`config.mk`:
```
export PLATFORM = sky130hd
export DESIGN_NAME = bcd_updown_counter
export DESIGN_NICKNAME = d
export VERILOG_FILES = /design/src/rtl/bcd_updown_counter_pkg.sv /design/src/rtl/bcd_updown_counter_digit.sv /design/src/rtl/bcd_updown_counter.sv
export SDC_FILE = /design/constraint.sdc
export NUM_CORES = 1
export LEC_CHECK = 0
export CORE_MARGIN = 10
export CORE_UTILIZATION = 37
export CTS_BUF_LIST = sky130_fd_sc_hd__clkbuf_8
export DETAILED_ROUTE_END_ITERATION = 6
export HOLD_SLACK_MARGIN = 0.05
export PLACE_DENSITY = 0.66
export SYNTH_ARGS = -nofsm -noshare
export SYNTH_HDL_FRONTEND = slang
export SYNTH_SLANG_ARGS = --single-unit
```
`constraint.sdc`:
```
create_clock -name clk -period 1.8 [get_ports clk]
set_clock_uncertainty 0.15 [all_clocks]
set_input_delay 0.27 -clock clk [delete_from_list [all_inputs] [get_ports clk]]
set_output_delay 0.27 -clock clk [all_outputs]
set_load 0.01 [all_outputs]
```
`src/rtl/bcd_updown_counter_pkg.sv`:
```
// Shared definitions for the multi-digit BCD up/down counter.
//   bcd_digit_t : one packed BCD digit (4 bits)
//   BCD_MAX     : largest legal digit value (9)
//   BCD_MIN     : smallest legal digit value (0)
//   DIGITS_MAX  : largest supported digit count
package bcd_updown_counter_pkg;

   localparam int DIGITS_MAX = 8;

   typedef logic [3:0] bcd_digit_t;

   localparam bcd_digit_t BCD_MAX = 4'd9;
   localparam bcd_digit_t BCD_MIN = 4'd0;

endpackage

```
`src/rtl/bcd_updown_counter_digit.sv`:
```
// One BCD digit register of the up/down counter.
// Ports:
//   clk        : system clock, rising edge
//   rst        : asynchronous reset, active low; clears the digit to 0
//   load       : parallel load strobe, has priority over step
//   load_digit : value to load, already restricted to 0..9 by the caller
//   step       : advance this digit by one in the direction given by up
//   up         : 1 = increment, 0 = decrement
//   digit      : current digit value
//   is_max     : digit is 9 (carry condition when counting up)
//   is_min     : digit is 0 (borrow condition when counting down)
import bcd_updown_counter_pkg::*;

module bcd_digit (
   input  logic       clk,
   input  logic       rst,
   input  logic       load,
   input  bcd_digit_t load_digit,
   input  logic       step,
   input  logic       up,
   output bcd_digit_t digit,
   output logic       is_max,
   output logic       is_min
);

   assign is_max = (digit == BCD_MAX);
   assign is_min = (digit == BCD_MIN);

   always_ff @(posedge clk or negedge rst) begin
      if (!rst) begin
         digit <= BCD_MIN;
      end else if (load) begin
         digit <= load_digit;
      end else if (step) begin
         // Wrap within the digit; the carry/borrow into the next digit is
         // formed by the parent from is_max / is_min.
         if (up)
            digit <= is_max ? BCD_MIN : digit + 4'd1;
         else
            digit <= is_min ? BCD_MAX : digit - 4'd1;
      end
   end

endmodule

```
`src/rtl/bcd_updown_counter.sv`:
```
// Synchronous multi-digit packed-BCD up/down counter with parallel load.
// All digits update on the same clock edge; carries and borrows are formed
// combinationally from lower-digit is_max / is_min flags.
// Ports:
//   clk      : system clock, rising edge
//   rst      : asynchronous reset, active low
//   en       : count enable, one step per enabled cycle
//   up       : direction, 1 = increment, 0 = decrement
//   load     : synchronous parallel load, priority over en
//   load_val : packed BCD load value, digit i at [4i+3:4i]
//   count    : current packed BCD count
//   tc       : combinational terminal count (all 9s going up / all 0s going down)
//   wrap     : registered pulse, the cycle after a wrap-around step
//   load_err : registered pulse, the cycle after a load holding a digit > 9
import bcd_updown_counter_pkg::*;

module bcd_updown_counter #(
   parameter int DIGITS = 4
) (
   input  logic                  clk,
   input  logic                  rst,
   input  logic                  en,
   input  logic                  up,
   input  logic                  load,
   input  logic [4*DIGITS-1:0]   load_val,
   output logic [4*DIGITS-1:0]   count,
   output logic                  tc,
   output logic                  wrap,
   output logic                  load_err
);

   // Illegal load codes (10..15) are replaced by 0.
   function automatic bcd_digit_t sanitize_digit(input logic [3:0] d);
      return (d > BCD_MAX) ? BCD_MIN : d;
   endfunction

   function automatic logic digit_invalid(input logic [3:0] d);
      return (d > BCD_MAX);
   endfunction

   logic [DIGITS-1:0] is_max;
   logic [DIGITS-1:0] is_min;
   logic [DIGITS-1:0] step;
   logic [DIGITS-1:0] bad;

   // max_chain[i] / min_chain[i]: all digits below i are 9 / 0.
   // Entry DIGITS covers the whole counter.
   logic [DIGITS:0] max_chain;
   logic [DIGITS:0] min_chain;

   assign max_chain[0] = 1'b1;
   assign min_chain[0] = 1'b1;

   for (genvar i = 0; i < DIGITS; i++) begin : g_digit
      bcd_digit_t ld_digit;
      bcd_digit_t cur_digit;

      assign ld_digit         = sanitize_digit(load_val[4*i +: 4]);
      assign bad[i]           = digit_invalid(load_val[4*i +: 4]);
      assign max_chain[i+1]   = max_chain[i] & is_max[i];
      assign min_chain[i+1]   = min_chain[i] & is_min[i];
      assign step[i]          = en & (up ? max_chain[i] : min_chain[i]);
      assign count[4*i +: 4]  = cur_digit;

      bcd_digit u_digit (
         .clk        (clk),
         .rst        (rst),
         .load       (load),
         .load_digit (ld_digit),
         .step       (step[i]),
         .up         (up),
         .digit      (cur_digit),
         .is_max     (is_max[i]),
         .is_min     (is_min[i])
      );
   end

   assign tc = up ? max_chain[DIGITS] : min_chain[DIGITS];

   // ---- registered status flags, valid the cycle after their cause ----
   always_ff @(posedge clk or negedge rst) begin
      if (!rst) begin
         wrap     <= 1'b0;
         load_err <= 1'b0;
      end else begin
         // A step taken while at terminal count is exactly a wrap-around.
         wrap     <= !load && en && tc;
         load_err <= load && (|bad);
      end
   end

endmodule

```
== After elaboration in Yosys (flattened, before gate mapping) ==
Index checks and enable logic that the tools add are counted.
Word-level totals
  memories: 0
  word-level logic and storage cells: 72
  input port bits: 21
  bits in writable memories: 0
  latch bits: 0
  bits in read-only memories: 0
  flip-flop bits (word level): 18
  output and inout bits: 19
Operators by class
  div/mod/pow operators: 0
  reductions and logical operators: 13
  mux-type cells: 28
  shifts and indexed selects: 0
  magnitude comparators: 4
  $add $sub $neg: 8
  $mul: 0
  bitwise operators: 9
  equal/unequal tests: 4
Operator list (count)
  4-bit two-way mux: 24
  4-bit by 1-bit adder with 4-bit output, second input constant: 4
  4-bit equality test, second input constant: 4
  4-bit > comparator, second input constant: 4
  4-bit zero test: 4
  4-bit by 1-bit subtractor with 4-bit output, second input constant: 4
  1-bit AND: 9
  2-bit nonzero test: 4
  1-bit two-way mux: 4
  4-bit OR reduction: 1
  1-bit logical AND: 3
  1-bit zero test: 1

== Depth between registers and ports, before layout ==
Gate-level depths: netlist (run 1).
  word-level depth: 7
  depth in mapped cells: 7
  gate-level depth less buffers: 5

== Modules after synthesis ==
Synthesis (run 1) repeated with hierarchy kept, for this count alone.
Second synthesis, totals
  cell total of the unflattened synthesis: 219
  area, all modules: 1704.1 µm²
Modules (own cells, without submodules)
  bcd_digit: area each 349.1 µm², seq. area each 100.1 µm², cells an instance 45, times used 4
  bcd_updown_counter: area each 307.8 µm², seq. area each 50.0 µm², cells an instance 39, times used 1

== Worst setup path after synthesis (run 1) ==
No wires, ideal clock.
  path type: reg2out
  from: reg g_digit[1].u_digit.digit[1]
  to: out tc
  data arrival time: 1.501 ns
  buffers on the path: 1
  cell stages (with the launch flop): 6
  slack: -0.121 ns
  data required time: 1.380 ns
  cells stage by stage: dfrtp_1 > buf_6 > nor4b_4 > nand4_1 > o22ai_1 > nor4b_4
Between the ends
  cells in the longest elaborated chain, start to end: 5
  elaborated cells between the ends (all ways): 9
  those cells by class: eq/ne: 1; mux: 1; bitwise: 6; reduce/logical: 1
RTL lines
  start, declared: line bcd_updown_counter_digit.sv:21  | output bcd_digit_t digit,
  start signal, assigned: line bcd_updown_counter_digit.sv:33  | digit <= load_digit;
  start signal, assigned: line bcd_updown_counter_digit.sv:38  | digit <= is_max ? BCD_MIN : digit + 4'd1;
  start signal, assigned: line bcd_updown_counter_digit.sv:40  | digit <= is_min ? BCD_MAX : digit - 4'd1;
  4-bit equality test / 4-bit zero test (equally long branches): line bcd_updown_counter_digit.sv:26, bcd_updown_counter_digit.sv:27
  1-bit AND (on tied branches) (3 in series): line bcd_updown_counter.sv:60, bcd_updown_counter.sv:61
  1-bit two-way mux *: line bcd_updown_counter.sv:78  | assign tc = up ? max_chain[DIGITS] : min_chain[DIGITS];
  end, declared: line bcd_updown_counter.sv:27  | output logic tc,
Mark *: on every way between the ends. The rest lies on a longest branch, timed or not.

== Worst setup path after layout (run 1) ==
  from: reg g_digit[0].u_digit.digit[1]
  to: out tc
Between the ends
  cells in the longest elaborated chain, start to end: 5
  elaborated cells between the ends (all ways): 9
  those cells by class: eq/ne: 1; mux: 1; bitwise: 6; reduce/logical: 1
RTL lines (line)
  start, declared: bcd_updown_counter_digit.sv:21
  start signal, assigned: bcd_updown_counter_digit.sv:33
  start signal, assigned: bcd_updown_counter_digit.sv:38
  start signal, assigned: bcd_updown_counter_digit.sv:40
  4-bit equality test / 4-bit zero test (equally long branches): bcd_updown_counter_digit.sv:26, bcd_updown_counter_digit.sv:27
  1-bit AND (on tied branches) (3 in series): bcd_updown_counter.sv:60, bcd_updown_counter.sv:61
  1-bit two-way mux *: bcd_updown_counter.sv:78
Marks and branches as above.

==> impl_metrics.prom, run 1 <==
# TYPE chip_impl_metric gauge
chip_impl_info{name="run_status",value="finished, violations left"} 1
chip_impl_info{name="violations",value="negative setup slack"} 1
chip_impl_metric{name="synth_edf_count",unit=""} 0
chip_impl_metric{name="grt_pass1_vias",unit=""} 1794
chip_impl_metric{name="pin_count_of_the_biggest_net_entering_global_routing",unit=""} 21
chip_impl_metric{name="clock_buffer_count_from_cts",unit=""} 3
chip_impl_metric{name="crit_path_max_fanout",unit=""} 3
chip_impl_metric{name="synthDominantCellAreaShare",unit="%"} 26.5
chip_impl_info{name="netlist.top_cell.by_area",value="dfrtp_1"} 1
chip_impl_metric{name="port_buffers",unit=""} 39
chip_impl_info{name="top_flip_flop_cell_by_instance_count_after_synthesis",value="dfrtp_1"} 1
chip_impl_metric{name="placedInstanceArea",unit="um2"} 2380
chip_impl_metric{name="floorplan.initialDensity",unit="%"} 38.7
chip_impl_metric{name="source_to_sink_clock_delay_at_the_later_pin_of_the_worst_skew_pair",unit="ns"} 0.25
chip_impl_metric{name="syn_area",unit="um2"} 1700
chip_impl_metric{name="routed-via-count",unit=""} 1875
chip_impl_metric{name="finished_layout_cell_area",unit="um2"} 2700
chip_impl_metric{name="power.share.sequential",unit="%"} 31.9
chip_impl_metric{name="min_period_over_period",unit="%"} 121
chip_impl_metric{name="synthDistinctLibCells",unit=""} 56
chip_impl_metric{name="clock_tree.htree_level_count",unit=""} 1
chip_impl_metric{name="syn2layout_area_growth",unit="%"} 58.9
chip_impl_metric{name="worst_voltage_drop_across_the_vdd_grid",unit="mV"} 0.394
chip_impl_metric{name="floorplan.die_area",unit="um2"} 7690
chip_impl_metric{name="slowest_delay",unit="ns"} 0.45
chip_impl_metric{name="netSwitchingPower",unit="mW"} 0.566
chip_impl_metric{name="finalNetCount",unit=""} 314
chip_impl_metric{name="dp_hpwl",unit="um"} 3930
chip_impl_metric{name="switching_share",unit="%"} 36.5
chip_impl_metric{name="mappedNetlistNets",unit=""} 235
chip_impl_metric{name="groute.layer.met3.usage",unit="%"} 2.32
chip_impl_info{name="clock_tree_from_tritoncts",value="yes"} 1
chip_impl_info{name="rsz0062_at_grt",value="yes"} 1
chip_impl_metric{name="worst_slack",unit="ns"} -0.372
chip_impl_metric{name="transition_at_the_pin_with_the_smallest_max_transition_slack",unit="ns"} 0.426
chip_impl_info{name="global_route.peak_usage_layer",value="met2"} 1
chip_impl_metric{name="comb_power_share",unit="%"} 48.8
chip_impl_metric{name="first_drt_iteration_drcs",unit=""} 87
chip_impl_info{name="ctsRootBufferMaster",value="clkbuf_8"} 1
chip_impl_metric{name="power_density",unit="nW/um2"} 575
chip_impl_metric{name="die_height",unit="um"} 87.7
chip_impl_metric{name="globalRoute.totalOverflow",unit=""} 0
chip_impl_metric{name="drt-vias-per-instance",unit=""} 5.45
chip_impl_metric{name="finalSetupViolations",unit=""} 10
chip_impl_metric{name="worstPathRequired",unit="ns"} 1.38
chip_impl_metric{name="avgRoutedWirePerCell",unit="um"} 15.9
chip_impl_metric{name="gr-usage-all-layers",unit="%"} 13.1
chip_impl_metric{name="final_antenna_net_count",unit=""} 0
chip_impl_info{name="timing.critical_path.max_delay_family",value="simple AND/OR/NAND/NOR gates"} 1
chip_impl_metric{name="maxCapViolCount",unit=""} 0
chip_impl_metric{name="clockPowerShare",unit="%"} 19.3
chip_impl_metric{name="cts.path.max_buffers",unit=""} 2
chip_impl_metric{name="maxClockFrequency",unit="MHz"} 460
chip_impl_metric{name="ios",unit=""} 40
chip_impl_info{name="critical_path.most_common_cell",value="nor4b_4"} 1
chip_impl_metric{name="crit_path_buffers_inverters",unit=""} 1
chip_impl_metric{name="antennaDiodeCount",unit=""} 0
chip_impl_metric{name="final.fill_count",unit=""} 388
chip_impl_metric{name="die_x",unit="um"} 87.7
chip_impl_metric{name="number_of_hold_slack_violations_in_the_final_timing_report",unit=""} 0
chip_impl_info{name="crit_type",value="register to primary output"} 1
chip_impl_metric{name="cellInternalPower",unit="mW"} 0.984
chip_impl_metric{name="fin_crit",unit="ns"} 2.17
chip_impl_metric{name="global_route_wire_length_before_repair",unit="um"} 8510
chip_impl_metric{name="route.final.wire_length",unit="um"} 5470
chip_impl_metric{name="synth_seq_cells",unit=""} 18
chip_impl_metric{name="core.rowCount",unit=""} 24
chip_impl_metric{name="number_of_antenna_violations_at_the_first_check_in_global_routing",unit=""} 0
chip_impl_info{name="class_of_the_tightest_hold_or_removal_check",value="input port to async pin"} 1
chip_impl_metric{name="drc",unit=""} 0
chip_impl_metric{name="final_layout_size_suffix_gt1_share",unit="%"} 33.6
chip_impl_metric{name="drt_pass1_iterations",unit=""} 4
chip_impl_metric{name="design.core.area",unit="um2"} 4380
chip_impl_info{name="critical_path.startpoint_type",value="register"} 1
chip_impl_metric{name="synth_area_per_cell",unit="um2"} 7.93
chip_impl_metric{name="slew_headroom",unit="%"} 71.3
chip_impl_metric{name="arrival",unit="ns"} 1.75
chip_impl_info{name="worstPathCellList",value="nor4b_4, nand4_1, o22ai_2, nor4b_4, buf_2"} 1
chip_impl_metric{name="globalRouteMet2Util",unit="%"} 21.2
chip_impl_metric{name="asyncSetResetFlopFracSynth",unit="%"} 100
chip_impl_metric{name="synth_sequential_area_ratio",unit="%"} 26.5
chip_impl_metric{name="gp_congestion",unit=""} 0.868
chip_impl_metric{name="synthesis.yosys.warnings",unit=""} 0
chip_impl_metric{name="number_of_clock_sinks_seen_by_cts",unit=""} 18
chip_impl_metric{name="finish.utilization",unit="%"} 61.5
chip_impl_info{name="setup.worst_path.end_class",value="primary output"} 1
chip_impl_info{name="synth.area.top_cells",value="dfrtp_1 (27%), o21ai_0 (6.5%), a21oi_1 (4.7%)"} 1
chip_impl_metric{name="clkTransAtPathRegs",unit="ns"} 0.08
chip_impl_metric{name="power_leakage",unit="nW"} 1.11
chip_impl_metric{name="final_report_max_slew_violation_count",unit=""} 0
chip_impl_metric{name="synthCells",unit=""} 214
chip_impl_info{name="cp_slowest_cell",value="dfrtp_2"} 1
chip_impl_metric{name="grtUsageMet1",unit="%"} 17.8
cell usage in the layout, fill, tap and decap left out, drive strengths merged, types with 2 or more instances in the layout:
master / instances
a21o: 2
a21oi: 17
a31oi: 2
a32o: 2
a41oi: 2
and2: 5
and3: 2
and4b: 2
buf: 55
clkbuf: 3
clkdlybuf4s50: 25
dfrtp: 18
dlygate4sd2: 9
dlymetal6s2s: 3
inv: 8
mux2i: 4
nand2: 15
nand2b: 2
nand3: 14
nand3b: 3
nand4: 7
nor2: 12
nor2b: 4
nor3: 3
nor4: 6
nor4b: 2
o211ai: 3
o21ai: 25
o221ai: 2
o22ai: 4
o31a: 2
or2: 4
or3: 4
xnor2: 4
xor2: 3
cell families (layout without fill, tap and decap cells):
logic type	after synthesis	count (layout)	synth area share, %
flip-flops	18	18	26.5
multiplexers	5	5	3.02
AND/OR/NAND/NOR	89	89	33.7
AO/OA/AOI/OAI	69	69	26.0
XOR/XNOR	7	7	3.61
buffers and inverters	26	104	7.15
worst reg2reg max path, cell delays in order (launching register included):
cell	delay [ns]
dfrtp_1	0.44
buf_6	0.14
buf_6	0.12
buf_6	0.12
or3_4	0.37
or3_1	0.32
a21o_1	0.17
a41oi_2	0.14
sequential cells by signal, summed over array words and instances, names as in the netlist:
name	count
g_digit.u_digit.digit	16
load_err	1
wrap	1
path summary, 6_finish.rpt:
check / startpoint / endpoint / slack (ns) / cells past startpoint
worst max-delay path: g_digit[0].u_digit.digit[1] / tc / -0.37 / 5
worst min-delay path: rst / g_digit[3].u_digit.digit[1] / 0.19 / 2
worst max register to register: g_digit[1].u_digit.digit[0] / g_digit[1].u_digit.digit[3] / -0.25 / 7
worst min register to register: g_digit[3].u_digit.digit[2] / wrap / 0.46 / 2
max in group asynchronous: rst / g_digit[0].u_digit.digit[0] / 1.08 / 2
min in group clk: load_val[12] / g_digit[3].u_digit.digit[0] / 0.41 / 3
routing by layer:
layer | share of wire, % | vias to the layer above
met5 | 0 | -
li1 | - | 955
met2 | 50 | 48
met1 | 44 | 870
met3 | 5.5 | 2
met4 | 0.13 | 0
area by class of cell:
type                    instances  area (um2)  area share (%)
clock buffers                   3        41.3            1.53
clock inverters                 1        3.75           0.139
inverters                       7        26.3           0.974
multi-input cells             170        1280            47.6
flip-flops and latches         18         455            16.9
well taps                      52        65.1            2.41
repair buffers                 93         821            30.4
synth_stat cells (5+ instances only):
cell type  number
dfrtp_1        18
and2_1          5
nor2_1         12
a21oi_1        16
nand4_1         7
inv_1           7
nand3_1        13
o21ai_0        22
clkbuf_1       12
buf_2           5
nand2_1        15
stage by stage:
step / total power [mW] / TNS [ns] / setup WS, ns / instances / hold slack [ns]
5_1_grt: 1.65 / -2.32 / -0.510 / 344 / 0.203
6_report: 1.55 / -1.15 / -0.372 / 344 / 0.193
3_3_place_gp: 1.14 / -5.53 / -0.767 / 328 / 0.458
3_5_place_dp: 1.15 / -5.72 / -0.774 / 328 / 0.463
2_1_floorplan: 0.847 / -0.244 / -0.0887 / 214 / -0.176
4_1_cts: 1.46 / -0.540 / -0.381 / 333 / 0.200
power by group through the flow:
| stage | sequential [mW] | clock (mW) | combinational [mW] |
|---|---|---|---|
| 3_5_place_dp | 0.499 | 0 | 0.646 |
| 3_3_place_gp | 0.497 | 0 | 0.641 |
| 4_1_cts | 0.492 | 0.304 | 0.662 |
| 5_1_grt | 0.499 | 0.321 | 0.826 |
| 2_1_floorplan | 0.517 | 0 | 0.330 |
| 6_report | 0.494 | 0.300 | 0.757 |
repair_timing:
action                                  4_1_cts  5_1_grt
resized for setup                            32       31
cloned                                        0        0
pin swaps                                     6       23
hold buffers                                  0        0
setup buffers                                 1       12
endpoints found under the setup margin       22       17
(Power assumes the default switching activity.)
==> run 2: changes to the inputs <==
- DONT_BUFFER_PORTS: not set -> 1
- PLACE_DENSITY: 0.66 -> 0.54
- SKIP_CTS_REPAIR_TIMING: not set -> 1
==> run 2 against run 1 <==
Against the previous run:
- the run still ends with negative setup slack left
- design area decreased by 12%
- wire length is 0.84% higher
- non-clock buffer count is 32 lower
- global-route usage up 0.16 points
- register-to-register slack improved by 0.05 ns
- maximum frequency rose by 3.5%
- sequential share of layout area increased by 2.4 points
- largest power group unchanged
==> impl_metrics.prom, run 2 (same netlist as run 1, synthesis figures left out) <==
# TYPE chip_impl_metric gauge
chip_impl_metric{name="gp_congestion",unit=""} 0.850
chip_impl_metric{name="avgRoutedWirePerCell",unit="um"} 17.7
chip_impl_metric{name="clock_buffer_count_from_cts",unit=""} 3
chip_impl_metric{name="maxClockFrequency",unit="MHz"} 477
chip_impl_metric{name="die_x",unit="um"} 87.7
chip_impl_metric{name="comb_power_share",unit="%"} 41.9
chip_impl_metric{name="drt-vias-per-instance",unit=""} 5.88
chip_impl_info{name="worst_case_hold_path_end_point",value="g_digit[2].u_digit.digit[0]"} 1
chip_impl_metric{name="core.rowCount",unit=""} 24
chip_impl_metric{name="transition_at_the_pin_with_the_smallest_max_transition_slack",unit="ns"} 0.909
chip_impl_metric{name="number_of_hold_slack_violations_in_the_final_timing_report",unit=""} 0
chip_impl_metric{name="dp_hpwl",unit="um"} 3950
chip_impl_metric{name="cts.path.max_buffers",unit=""} 2
chip_impl_metric{name="worst_slack",unit="ns"} -0.298
chip_impl_metric{name="antennaDiodeCount",unit=""} 0
chip_impl_metric{name="clkTransAtPathRegs",unit="ns"} 0.08
chip_impl_metric{name="clockPowerShare",unit="%"} 24.1
chip_impl_info{name="cp_slowest_cell",value="dfrtp_1"} 1
chip_impl_info{name="layout.cells.most_common",value="buf_4"} 1
chip_impl_info{name="critical_path.startpoint_type",value="register"} 1
chip_impl_info{name="worstPathCellList",value="and4b_1, nand4_1, o22ai_2, nor4b_4"} 1
chip_impl_metric{name="power_leakage",unit="nW"} 0.904
chip_impl_metric{name="grt_pass1_vias",unit=""} 1718
chip_impl_metric{name="final.fill_count",unit=""} 397
chip_impl_metric{name="cellInternalPower",unit="mW"} 0.960
chip_impl_metric{name="clock_tree.htree_level_count",unit=""} 1
chip_impl_metric{name="route.final.wire_length",unit="um"} 5510
chip_impl_metric{name="power.share.sequential",unit="%"} 33.9
chip_impl_metric{name="design.core.area",unit="um2"} 4380
chip_impl_metric{name="first_drt_iteration_drcs",unit=""} 154
chip_impl_metric{name="finalSetupViolations",unit=""} 8
chip_impl_metric{name="pin_count_of_the_biggest_net_entering_global_routing",unit=""} 39
chip_impl_info{name="r2r_start",value="g_digit[0].u_digit.digit[1]"} 1
chip_impl_info{name="worst_hold_startpoint",value="load_val[8]"} 1
chip_impl_metric{name="syn2layout_area_growth",unit="%"} 39.9
chip_impl_metric{name="whs",unit="ns"} 0.0221
chip_impl_metric{name="maxCapViolCount",unit=""} 0
chip_impl_metric{name="slowest_delay",unit="ns"} 0.39
chip_impl_metric{name="largest_register_ffs",unit=""} 16
chip_impl_info{name="class_of_the_tightest_hold_or_removal_check",value="input port to register"} 1
chip_impl_info{name="rsz0062_at_grt",value="yes"} 1
chip_impl_metric{name="setup_slack_placement",unit="ns"} -0.0633
chip_impl_metric{name="port_buffers",unit=""} 0
chip_impl_metric{name="final_antenna_net_count",unit=""} 0
chip_impl_metric{name="switching_share",unit="%"} 35.9
chip_impl_metric{name="layout.area.seq",unit="um2"} 458
chip_impl_metric{name="final_report_max_slew_violation_count",unit=""} 0
chip_impl_metric{name="globalRoute.totalOverflow",unit=""} 0
chip_impl_metric{name="multi_input_comb_area",unit="um2"} 1250
chip_impl_metric{name="r2r.worst_path.cells",unit=""} 7
chip_impl_metric{name="fin_crit",unit="ns"} 2.10
chip_impl_metric{name="arrival",unit="ns"} 1.68
chip_impl_metric{name="slew_headroom",unit="%"} 39.2
chip_impl_metric{name="worst_voltage_drop_across_the_vdd_grid",unit="mV"} 0.338
chip_impl_metric{name="final_layout_size_suffix_gt1_share",unit="%"} 35.0
chip_impl_info{name="layout_common_cells",value="buf_4 (42), o21ai_0 (19), nand2_1 (15), a21oi_1 (15), dlygate4sd3_1 (15)"} 1
chip_impl_info{name="run_status",value="finished, violations left"} 1
chip_impl_info{name="clock_tree_from_tritoncts",value="yes"} 1
chip_impl_metric{name="design_power_total",unit="mW"} 1.50
chip_impl_metric{name="whs_path_depth",unit=""} 2
chip_impl_info{name="rr_endpoint",value="g_digit[3].u_digit.digit[1]"} 1
chip_impl_metric{name="number_of_clock_sinks_seen_by_cts",unit=""} 18
chip_impl_info{name="ctsRootBufferMaster",value="clkbuf_8"} 1
chip_impl_metric{name="power_density",unit="nW/um2"} 631
chip_impl_info{name="violations",value="negative setup slack"} 1
chip_impl_metric{name="number_of_antenna_violations_at_the_first_check_in_global_routing",unit=""} 0
chip_impl_metric{name="source_to_sink_clock_delay_at_the_later_pin_of_the_worst_skew_pair",unit="ns"} 0.27
chip_impl_metric{name="floorplan.initialDensity",unit="%"} 38.7
chip_impl_metric{name="min_period_over_period",unit="%"} 117
chip_impl_metric{name="netSwitchingPower",unit="mW"} 0.538
chip_impl_metric{name="global_route_wire_length_before_repair",unit="um"} 8300
chip_impl_metric{name="floorplan.die_area",unit="um2"} 7690
chip_impl_metric{name="drt_pass1_iterations",unit=""} 4
chip_impl_metric{name="rrSetupSlack",unit="ns"} -0.20
chip_impl_metric{name="routed-via-count",unit=""} 1835
chip_impl_metric{name="worstPathRequired",unit="ns"} 1.38
chip_impl_metric{name="crit_path_max_fanout",unit=""} 4
chip_impl_info{name="max_flop_register",value="g_digit.u_digit.digit"} 1
chip_impl_metric{name="ios",unit=""} 40
chip_impl_metric{name="gr-usage-all-layers",unit="%"} 13.3
chip_impl_metric{name="drc",unit=""} 0
chip_impl_metric{name="die_height",unit="um"} 87.7
chip_impl_info{name="setup.worst_path.end_class",value="primary output"} 1
chip_impl_info{name="crit_type",value="register to primary output"} 1
chip_impl_info{name="largest_registers",value="g_digit.u_digit.digit x16, load_err x1, wrap x1"} 1
chip_impl_metric{name="finalNetCount",unit=""} 282
[run 2: cell count changes in the layout (fill, tap and decap cells not counted), sizes merged]
cell / delta
clkdlybuf4s15: -1
dlygate4sd2: -9
dlygate4sd3: +15
clkbuf: +1
clkdlybuf4s50: -25
dlymetal6s2s: -3
buf: -9
inv: -1
[run 2: per-stage QoR]
| step | cells | cell area (um2) | utilization, % | setup TNS [ns] |
|---|---|---|---|---|
| after global routing | 312 | 2370 | 54.1 | -1.91 |
| after global placement | 288 | 1990 | 45.5 | -0.127 |
| after detailed placement | 288 | 1990 | 45.5 | -0.341 |
| after CTS | 292 | 2050 | 46.7 | -0.809 |
| after floorplan | 214 | 1710 | - | -0.244 |
| final | 312 | 2370 | 54.1 | -1.05 |
[run 2: final cells by class]
| type | instances | area share (%) |
|---|---|---|
| timing repair buffer | 61 | 21.9 |
| tap | 52 | 2.74 |
| clock buffer | 4 | 2.32 |
| multi-input combinational | 170 | 52.7 |
| sequential | 18 | 19.3 |
| inverter | 7 | 1.11 |
[run 2: layer usage]
layer	vias up	track usage, %	share of wire (%)
li1	893	-	-
met5	-	0	0
met2	60	20.8	48
met3	9	4.27	8.0
met1	873	16.3	42
met4	0	5.65	1.6
[run 2: power groups by stage]
| stage | registers (mW) | clock network (mW) | logic, mW |
|---|---|---|---|
| 2_1_floorplan | 0.517 | 0 | 0.330 |
| 6_report | 0.508 | 0.361 | 0.628 |
| 3_5_place_dp | 0.516 | 0 | 0.513 |
| 5_1_grt | 0.517 | 0.388 | 0.683 |
| 4_1_cts | 0.508 | 0.372 | 0.515 |
| 3_3_place_gp | 0.515 | 0 | 0.500 |
[run 2: worst max-delay path by stage]
| stage | startpoint | to | slack (ns) | cells past startpoint |
|---|---|---|---|---|
| floorplan | g_digit[1].u_digit.digit[1] | tc | -0.09 | 5 |
| global placement | g_digit[1].u_digit.digit[1] | tc | -0.04 | 5 |
| detailed placement | g_digit[1].u_digit.digit[1] | tc | -0.06 | 5 |
| CTS | g_digit[1].u_digit.digit[1] | tc | -0.39 | 5 |
| global route | g_digit[0].u_digit.digit[2] | tc | -0.41 | 4 |
| finish | g_digit[0].u_digit.digit[2] | tc | -0.30 | 4 |
[run 2: worst max-delay path, delay by kind of cell, from the launching register on]
kind | cells | cell delay [ns]
compound gates | 1 | 0.19
flops | 1 | 0.39
simple gates | 3 | 0.83
==> run 3: changes to the inputs <==
- CTS_BUF_LIST: sky130_fd_sc_hd__clkbuf_8 -> sky130_fd_sc_hd__clkbuf_4
- GPL_ROUTABILITY_DRIVEN: not set -> 1
==> run 3 against run 2 <==
Against the previous run:
- the run still ends with negative setup slack left
- non-clock buffer count increased by 7
- final cell count increased by 2.2%
- wire length increased by 2.1%
- largest power group unchanged
==> impl_metrics.prom, run 3 (same netlist as run 1, synthesis figures left out) <==
# TYPE chip_impl_metric gauge
chip_impl_metric{name="maxCapViolCount",unit=""} 0
chip_impl_metric{name="global_route_wire_length_before_repair",unit="um"} 8250
chip_impl_metric{name="ios",unit=""} 40
chip_impl_metric{name="r2r.worst_path.cells",unit=""} 7
chip_impl_metric{name="grt_pass1_vias",unit=""} 1719
chip_impl_info{name="layout.cells.most_common",value="buf_4"} 1
chip_impl_metric{name="finished_layout_cell_area",unit="um2"} 2420
chip_impl_metric{name="number_of_hold_slack_violations_in_the_final_timing_report",unit=""} 0
chip_impl_info{name="r2r_start",value="g_digit[0].u_digit.digit[1]"} 1
chip_impl_metric{name="transition_at_the_pin_with_the_smallest_max_transition_slack",unit="ns"} 0.934
chip_impl_metric{name="switching_share",unit="%"} 38.2
chip_impl_metric{name="power_density",unit="nW/um2"} 575
chip_impl_info{name="setup.worst_path.start",value="g_digit[0].u_digit.digit[2]"} 1
chip_impl_metric{name="final_antenna_net_count",unit=""} 0
chip_impl_metric{name="finalNetCount",unit=""} 289
chip_impl_info{name="violations",value="negative setup slack"} 1
chip_impl_metric{name="core.rowCount",unit=""} 24
chip_impl_metric{name="syn2layout_area_growth",unit="%"} 42.6
chip_impl_metric{name="pin_count_of_the_biggest_net_entering_global_routing",unit=""} 39
chip_impl_info{name="worst_hold_startpoint",value="en"} 1
chip_impl_metric{name="die_height",unit="um"} 87.7
chip_impl_info{name="worstPathCellList",value="and4b_1, nand4_1, o22ai_2, nor4b_4"} 1
chip_impl_info{name="rsz0062_at_grt",value="yes"} 1
chip_impl_metric{name="comb_power_share",unit="%"} 46.7
chip_impl_metric{name="clockPowerShare",unit="%"} 16.7
chip_impl_metric{name="gp_congestion",unit=""} 0.850
chip_impl_metric{name="slowest_delay",unit="ns"} 0.41
chip_impl_metric{name="design_power_total",unit="mW"} 1.39
chip_impl_info{name="rr_endpoint",value="g_digit[3].u_digit.digit[1]"} 1
chip_impl_metric{name="largest_register_ffs",unit=""} 16
chip_impl_metric{name="source_to_sink_clock_delay_at_the_later_pin_of_the_worst_skew_pair",unit="ns"} 0.31
chip_impl_info{name="max_flop_register",value="g_digit.u_digit.digit"} 1
chip_impl_metric{name="slew_headroom",unit="%"} 37.6
chip_impl_metric{name="crit_path_max_fanout",unit=""} 4
chip_impl_metric{name="maxClockFrequency",unit="MHz"} 464
chip_impl_metric{name="globalRoute.totalOverflow",unit=""} 0
chip_impl_info{name="critical_path.startpoint_type",value="register"} 1
chip_impl_metric{name="final_layout_size_suffix_gt1_share",unit="%"} 33.7
chip_impl_metric{name="drc",unit=""} 0
chip_impl_info{name="class_of_the_tightest_hold_or_removal_check",value="input port to register"} 1
chip_impl_metric{name="gr-usage-all-layers",unit="%"} 13.0
chip_impl_metric{name="crit_path_buffers_inverters",unit=""} 0
chip_impl_metric{name="die_x",unit="um"} 87.7
chip_impl_info{name="layout_common_cells",value="buf_4 (42), dlygate4sd3_1 (21), o21ai_0 (19)"} 1
chip_impl_info{name="clock_tree_from_tritoncts",value="yes"} 1
chip_impl_info{name="worst_setup_path_endpoint",value="tc"} 1
chip_impl_info{name="setup.worst_path.end_class",value="primary output"} 1
chip_impl_metric{name="drt_pass1_iterations",unit=""} 4
chip_impl_metric{name="routed-via-count",unit=""} 1900
chip_impl_metric{name="design.core.area",unit="um2"} 4380
chip_impl_metric{name="worst_slack",unit="ns"} -0.354
chip_impl_metric{name="arrival",unit="ns"} 1.73
chip_impl_metric{name="finalSetupViolations",unit=""} 8
chip_impl_metric{name="worstPathRequired",unit="ns"} 1.38
chip_impl_metric{name="power_leakage",unit="nW"} 0.918
chip_impl_metric{name="cts.path.max_buffers",unit=""} 2
chip_impl_metric{name="rrSetupSlack",unit="ns"} -0.20
chip_impl_metric{name="dp_hpwl",unit="um"} 3950
chip_impl_metric{name="first_drt_iteration_drcs",unit=""} 137
chip_impl_metric{name="power.share.sequential",unit="%"} 36.6
chip_impl_metric{name="min_period_over_period",unit="%"} 120
chip_impl_metric{name="number_of_clock_sinks_seen_by_cts",unit=""} 18
chip_impl_info{name="largest_registers",value="g_digit.u_digit.digit x16, load_err x1, wrap x1"} 1
chip_impl_metric{name="floorplan.die_area",unit="um2"} 7690
chip_impl_metric{name="route.final.wire_length",unit="um"} 5630
chip_impl_info{name="crit_type",value="register to primary output"} 1
chip_impl_metric{name="floorplan.initialDensity",unit="%"} 38.7
chip_impl_metric{name="drt-vias-per-instance",unit=""} 5.96
chip_impl_metric{name="port_buffers",unit=""} 0
chip_impl_metric{name="clkTransAtPathRegs",unit="ns"} 0.12
chip_impl_info{name="run_status",value="finished, violations left"} 1
chip_impl_metric{name="number_of_antenna_violations_at_the_first_check_in_global_routing",unit=""} 0
chip_impl_metric{name="worst_voltage_drop_across_the_vdd_grid",unit="mV"} 0.314
chip_impl_metric{name="netSwitchingPower",unit="mW"} 0.531
chip_impl_metric{name="antennaDiodeCount",unit=""} 0
chip_impl_metric{name="cp.depth",unit=""} 4
chip_impl_metric{name="placedInstanceArea",unit="um2"} 1990
chip_impl_metric{name="cellInternalPower",unit="mW"} 0.859
chip_impl_metric{name="final_report_max_slew_violation_count",unit=""} 0
chip_impl_info{name="timing.critical_path.max_delay_family",value="simple AND/OR/NAND/NOR gates"} 1
chip_impl_info{name="cp_slowest_cell",value="dfrtp_1"} 1
chip_impl_metric{name="clock_buffer_count_from_cts",unit=""} 3
chip_impl_metric{name="clock_tree.htree_level_count",unit=""} 1
chip_impl_metric{name="fin_crit",unit="ns"} 2.15
chip_impl_metric{name="avgRoutedWirePerCell",unit="um"} 17.6
chip_impl_info{name="ctsRootBufferMaster",value="clkbuf_4"} 1
[run 3: power groups by stage]
stage	registers [mW]	clock network [mW]	logic, mW
2_1_floorplan	0.517	0	0.330
3_3_place_gp	0.515	0	0.500
3_5_place_dp	0.516	0	0.513
4_1_cts	0.509	0.237	0.515
5_1_grt	0.518	0.249	0.706
6_report	0.509	0.231	0.649
[run 3: stage by stage]
step | setup slack [ns] | instances | TNS, ns | utilization [%] | hold slack [ns]
finish | -0.354 | 319 | -1.17 | 55.2 | 0.0459
global route | -0.467 | 319 | -2.05 | 55.2 | 0.0611
CTS | -0.448 | 292 | -0.931 | 46.1 | -0.522
detailed placement | -0.0633 | 288 | -0.341 | 45.5 | -0.175
global placement | -0.0414 | 288 | -0.127 | 45.5 | -0.175
floorplan | -0.0887 | 214 | -0.244 | - | -0.176
[run 3: worst reg2reg max path, cell delays in order (launching register included)]
cell     delay (ns)
dfrtp_2        0.48
buf_6          0.14
nor4_4         0.24
nand3_2        0.13
buf_4          0.16
a21oi_2        0.27
mux2i_1        0.23
o21ai_1        0.08
[run 3: layer usage]
| layer | up-vias | share of wire (%) | wire length (um) | global-route usage (%) |
|---|---|---|---|---|
| li1 | 906 | - | - | - |
| met1 | 919 | 41 | 2310 | 16.0 |
| met2 | 68 | 49 | 2780 | 21.1 |
| met3 | 7 | 8.6 | 484 | 3.99 |
| met4 | 0 | 1.0 | 57 | 4.35 |
| met5 | - | 0 | 0 | 0 |
[run 3: cell type report]
cell class,count,area (um2)
inverter,7,26.3
clock inverter,1,3.75
fill,404,1970
clock buffer,3,22.5
tap,52,65.1
timing repair buffer,68,591
sequential,18,458
multi-input combinational,170,1250
[run 3: worst min-delay path by stage]
stage,to,cells after the start
finish,g_digit[0].u_digit.digit[1],2
global route,g_digit[2].u_digit.digit[1],2
CTS,g_digit[1].u_digit.digit[3],0
detailed placement,g_digit[0].u_digit.digit[1],0
global placement,g_digit[0].u_digit.digit[1],0
floorplan,g_digit[0].u_digit.digit[0],0
